`src/rtl/mult_acc_pkg.sv`:
```
// Shared types and default widths for the product accumulator.
package mult_acc_pkg;

  localparam int DEF_PROD_W = 64;
  localparam int DEF_ACC_W  = 72;
  localparam int DEF_LEN_W  = 8;

  typedef enum logic [1:0] {
    IDLE  = 2'd0,
    ACCUM = 2'd1,
    DONE  = 2'd2
  } state_t;

  localparam logic [DEF_ACC_W-1:0] ACC_MAX = {1'b0, {(DEF_ACC_W-1){1'b1}}};
  localparam logic [DEF_ACC_W-1:0] ACC_MIN = {1'b1, {(DEF_ACC_W-1){1'b0}}};

endpackage

```
`src/rtl/acc_sat_add.sv`:
```
// Sign-extending accumulator adder with overflow detect.
// MULT_ACC_SAT_EN selects saturation instead of wrap on overflow.
module acc_sat_add
  import mult_acc_pkg::*;
#(
  parameter int PROD_W = DEF_PROD_W,
  parameter int ACC_W  = DEF_ACC_W
) (
  input  logic [ACC_W-1:0]  acc,
  input  logic [PROD_W-1:0] prod,
  output logic [ACC_W-1:0]  sum,
  output logic              ovf
);

  logic [ACC_W:0] acc_ext;
  logic [ACC_W:0] prod_ext;
  logic [ACC_W:0] sum_ext;

  assign acc_ext  = {acc[ACC_W-1], acc};
  assign prod_ext = {{(ACC_W+1-PROD_W){prod[PROD_W-1]}}, prod};
  assign sum_ext  = acc_ext + prod_ext;
  // Extra guard bit carries the true sign; disagreement means overflow.
  assign ovf      = sum_ext[ACC_W] ^ sum_ext[ACC_W-1];

`ifdef MULT_ACC_SAT_EN
  localparam logic [ACC_W-1:0] SAT_MAX = {1'b0, {(ACC_W-1){1'b1}}};
  localparam logic [ACC_W-1:0] SAT_MIN = {1'b1, {(ACC_W-1){1'b0}}};

  always_comb begin
    sum = sum_ext[ACC_W-1:0];
    if (ovf) sum = sum_ext[ACC_W] ? SAT_MIN : SAT_MAX;
  end
`else
  assign sum = sum_ext[ACC_W-1:0];
`endif

endmodule

```
`src/rtl/mult_accumulator.sv`:
```
// Sums a programmed number of signed products with valid/ready in and out.
// Optional saturation via MULT_ACC_SAT_EN (see acc_sat_add).
//
// state | meaning
// IDLE  | waiting for start
// ACCUM | accepting products until len_q have transferred
// DONE  | result presented, held until res_ready
module mult_accumulator
  import mult_acc_pkg::*;
#(
  parameter int PROD_W = DEF_PROD_W,
  parameter int ACC_W  = DEF_ACC_W,
  parameter int LEN_W  = DEF_LEN_W
) (
  input  logic              clk,
  input  logic              rst,
  input  logic              start,
  input  logic [LEN_W-1:0]  len,
  output logic              busy,
  input  logic [PROD_W-1:0] prod,
  input  logic              prod_valid,
  output logic              prod_ready,
  output logic [ACC_W-1:0]  res,
  output logic              res_valid,
  input  logic              res_ready,
  output logic              ovf
);

  state_t            state;
  logic [ACC_W-1:0]  acc;
  logic [LEN_W-1:0]  cnt;
  logic [LEN_W-1:0]  len_q;
  logic [ACC_W-1:0]  sum;
  logic              add_ovf;

  acc_sat_add #(
    .PROD_W (PROD_W),
    .ACC_W  (ACC_W)
  ) u_add (
    .acc  (acc),
    .prod (prod),
    .sum  (sum),
    .ovf  (add_ovf)
  );

  assign prod_ready = (state == ACCUM);
  // acc is frozen outside ACCUM, so it doubles as the held result.
  assign res        = acc;

  always_ff @(posedge clk or posedge rst) begin
    if (rst) begin
      state     <= IDLE;
      acc       <= '0;
      cnt       <= '0;
      len_q     <= '0;
      ovf       <= 1'b0;
      busy      <= 1'b0;
      res_valid <= 1'b0;
    end else begin
      case (state)
        IDLE: begin
          if (start) begin
            len_q <= len;
            acc   <= '0;
            cnt   <= '0;
            ovf   <= 1'b0;
            busy  <= 1'b1;
            if (len != '0) begin
              state <= ACCUM;
            end else begin
              state     <= DONE;
              res_valid <= 1'b1;
            end
          end
        end
        ACCUM: begin
          if (prod_valid) begin
            acc <= sum;
            cnt <= cnt + LEN_W'(1);
            if (add_ovf) ovf <= 1'b1;
            if (cnt == len_q - LEN_W'(1)) begin
              state     <= DONE;
              res_valid <= 1'b1;
            end
          end
        end
        DONE: begin
          if (res_ready) begin
            state     <= IDLE;
            res_valid <= 1'b0;
            busy      <= 1'b0;
          end
        end
        default: begin
          state     <= IDLE;
          res_valid <= 1'b0;
          busy      <= 1'b0;
        end
      endcase
    end
  end

endmodule

```
`config.mk`:
```
export PLATFORM = sky130hd
export DESIGN_NAME = mult_accumulator
export DESIGN_NICKNAME = d
export VERILOG_FILES = /design/src/rtl/mult_acc_pkg.sv /design/src/rtl/acc_sat_add.sv /design/src/rtl/mult_accumulator.sv
export SDC_FILE = /design/constraint.sdc
export NUM_CORES = 1
export LEC_CHECK = 0
export ABC_CLOCK_PERIOD_IN_PS = 5300
export BUFFER_PORTS_ARGS = -buffer_cell sky130_fd_sc_hd__buf_2
export CAP_MARGIN = 10
export CORE_ASPECT_RATIO = 0.7
export CORE_MARGIN = 2
export CORE_UTILIZATION = 55
export DETAILED_ROUTE_END_ITERATION = 16
export GPL_TIMING_DRIVEN = 1
export PLACE_DENSITY = 0.8
export REMOVE_ABC_BUFFERS = 1
export SYNTH_ARGS = -nofsm -noshare
export SYNTH_HDL_FRONTEND = slang
export SYNTH_SLANG_ARGS = --single-unit
```
`constraint.sdc`:
```
create_clock -name clk -period 5.3 [get_ports clk]
set_clock_uncertainty 0.2 [all_clocks]
set_input_delay 1.06 -clock clk [delete_from_list [all_inputs] [get_ports clk]]
set_output_delay 1.06 -clock clk [all_outputs]
set_load 0.02 [all_outputs]
```
==> flow_summary.toml <==
[run_status]
status = "finished, final reports clean"

[die]
die_w_um = 149
die_h_um = 106
core_mm2 = 0.0146
rows = 37
pin_count = 153
start_util_pct = 55.8
die-area_mm2 = 0.0158

[placement]
dp_cells = 1306
dpl.hpwl_um = 17500
io_buffers = 152
place_congestion = 0.969

[grt]
grt_max_degree = 54
use_met3_pct = 5.97
grt_pass1_wl_um = 36600
gr-max-usage-layer = "met1"
first_global_vias = 7232
grt_use_total_pct = 28.9
antenna_found_initial = 1
grtUsageMet2_pct = 39.1
grt.overflow.total = 0
met1_usage_pct = 46.1

[yosys]
synth-seq-cells = 93
synth_cell_types = 74
async_reset_ff_share_pct = 100
synth_area_mm2 = 0.00814
synth_area_per_cell_um2 = 8.09
ys_seq_area_share_pct = 28.6
synth_top_area_share_pct = 28.6
synth-main-ff-cell = "dfrtp_1"
synth_edf_count = 0
synthTopCellsByArea = "dfrtp_1 29%, ha_1 11%, o21ai_0 6.5%, nand2_1 6.4%, a21oi_1 5.2%"
synth_top_area_cell = "dfrtp_1"
netlist_instances = 1005
yosys_warnings = 0

[pwr]
swShare_pct = 49.9
p_int_w = 0.00285
switchingPower_w = 0.00283
ir_worst_vdd_mv = 0.406
p_per_area_mw_per_mm2 = 610
pwr-share-seq_pct = 22.2
p_total_w = 0.00568
p_comb_share_pct = 64.3
clkPwrFrac_pct = 13.5
leakage_nw = 4.55

[detailed_routing]
wl_per_cell_um = 17.2
drt_iter0_markers = 707
drt.antenna.violating_nets = 0
num_vias = 8058
route.detailed.drc = 0
firstDrtPassIters = 5
wirelength_um = 22700
vias_per_cell = 6.09

[timing]
worst_hold_slack_ns = 0.298
worst_pin_slew_ns = 0.948
period_minus_slack_ns = 4.17
rsz0062_at_grt = "no"
setup_violations = 0
drv_slew = 0
slew_headroom_pct = 36.7
timing.fmax_ghz = 0.240
fin_tns_setup_ns = 0
hold_viol_final = 0
min_period_over_period_pct = 78.7

[critical_path]
crit_path_frequent_cell = "a21oi_1"
crit_chain = "buf_2 > ha_1 > inv_1 > fa_1 > nor2b_1 > o211ai_1 > a31oi_1 > a21oi_1 > o21ai_1 > a2111oi_2 > nor2_1 > a21oi_1 > o2111a_1 > or3_1"
critPathSlowestCell = "o21ai_1"
critPathBufInv = 2
start_kind = "input port"
cp_slowest_stage_delay_ns = 0.49
crit_fanout = 5
cp-end-kind = "flip-flop"
path_delay_family = "compound AO/OA/AOI/OAI gates"
worstPathArrival_ns = 4.21
cp.required_ns = 5.34
critical_path_class = "in -> reg"

[clock_tree]
numCtsBuffers = 9
clk_path_buf_depth = 2
cts_root_buf = "clkbuf_16"
numClockSinks = 93
htreeDepth = 3
postCtsHoldBufs = 0
clkLatencyLatePin_ns = 0.36
cts-resized-gates = 0
cts_tree = "built"
cts_setup_buffers = 0
clkTransAtPathRegs_ns = 0.07

[cells_and_area]
final_common_cell = "buf_2"
drive_gt1_share_pct = 18.1
final_cells = 1323
final_cell_mix = "152 x buf_2, 137 x nand2_1, 105 x o21ai_0"
seq_area_mm2 = 0.00233
fill_cells = 1314
area_delta_synth_final_pct = 14.5
nets = 1274
multi_input_comb_area_mm2 = 0.00551

[flow_run]
drv_cap = 0

[hold_path]
hp-class = "reg -> reg"
==> layer usage <==
layer / up-vias / routed length [µm] / part of all wire [%]
li1: 3879 / - / -
met1: 3724 / 11100 / 49
met2: 420 / 8720 / 38
met3: 35 / 2450 / 11
met4: 0 / 380 / 1.7
met5: - / 0 / 0
==> synthesized netlist by cell type (5+ instances only) <==
master / n
o21a_1: 9
a21oi_1: 84
a22o_1: 7
a221oi_1: 6
a31oi_1: 14
inv_1: 25
nor4_1: 6
a21o_1: 45
dfrtp_1: 93
o21ai_0: 105
and2_1: 10
nor2b_1: 7
xor2_1: 36
and3_1: 5
nor3_1: 13
xnor2_1: 47
o21ai_1: 14
nand2b_1: 10
clkbuf_1: 34
o31ai_1: 7
o21bai_1: 16
nor2_1: 64
nand4_1: 22
or2_2: 5
mux2_2: 6
nand3_1: 24
nand2_1: 138
ha_1: 74
buf_2: 11
==> power groups by stage <==
stage / combinational (W) / clock, W / sequential (W)
6_report: 0.00365 / 0.000769 / 0.00126
5_1_grt: 0.00401 / 0.000808 / 0.00130
4_1_cts: 0.00360 / 0.000776 / 0.00126
3_5_place_dp: 0.00357 / 0 / 0.00127
3_3_place_gp: 0.00354 / 0 / 0.00126
2_1_floorplan: 0.00239 / 0 / 0.00149
==> per-stage QoR <==
| stage | worst slack, ns | area (µm²) | util [%] |
|---|---|---|---|
| floorplan | 0.523 | 7920 | - |
| global placement | 0.926 | 8970 | 61.5 |
| detailed placement | 0.755 | 8970 | 61.5 |
| CTS | 1.13 | 9310 | 63.9 |
| global route | 0.945 | 9310 | 63.9 |
| finish | 1.13 | 9320 | 63.9 |
==> kinds of logic after synthesis <==
family,count (synthesis),share of synthesized area [%]
buf+inv,75,3.77
xor+xnor,83,8.94
fa+ha+maj,75,11.6
simple gates,323,18.6
mux,8,1.08
compound gates,348,27.4
flops,93,28.6
==> worst paths after layout <==
kind                            slack (ns)  cells past startpoint                     to                   from
min in group asynchronous             0.68                      2  res_valid$_DFFE_PP0P_                    rst
worst min-delay path                  0.30                      1  res_valid$_DFFE_PP0P_  res_valid$_DFFE_PP0P_
worst max register to register        1.52                     13        ovf$_DFFE_PP0P_     res[0]$_DFFE_PP0P_
worst max-delay path                  1.13                     14        ovf$_DFFE_PP0P_                prod[0]
max in group asynchronous             3.14                      3    res[46]$_DFFE_PP0P_                    rst
worst min register to register        0.30                      1  res_valid$_DFFE_PP0P_  res_valid$_DFFE_PP0P_
==> registers in the layout, indices dropped and copies added (netlist names) <==
register and count:
state 2, len_q 8, cnt 8, busy 1
res_valid 1, ovf 1, res 72
==> area by class of cell <==
class                      instances  share of cell area, %
inverter                          25                   1.02
sequential                        93                   25.0
antenna                            1                 0.0269
multi-input combinational        837                   59.2
clock buffer                       9                   2.42
clock inverter                     7                   1.29
timing repair buffer             156                   8.49
tap                              195                   2.62
Power figures use the tool's default switching activity.
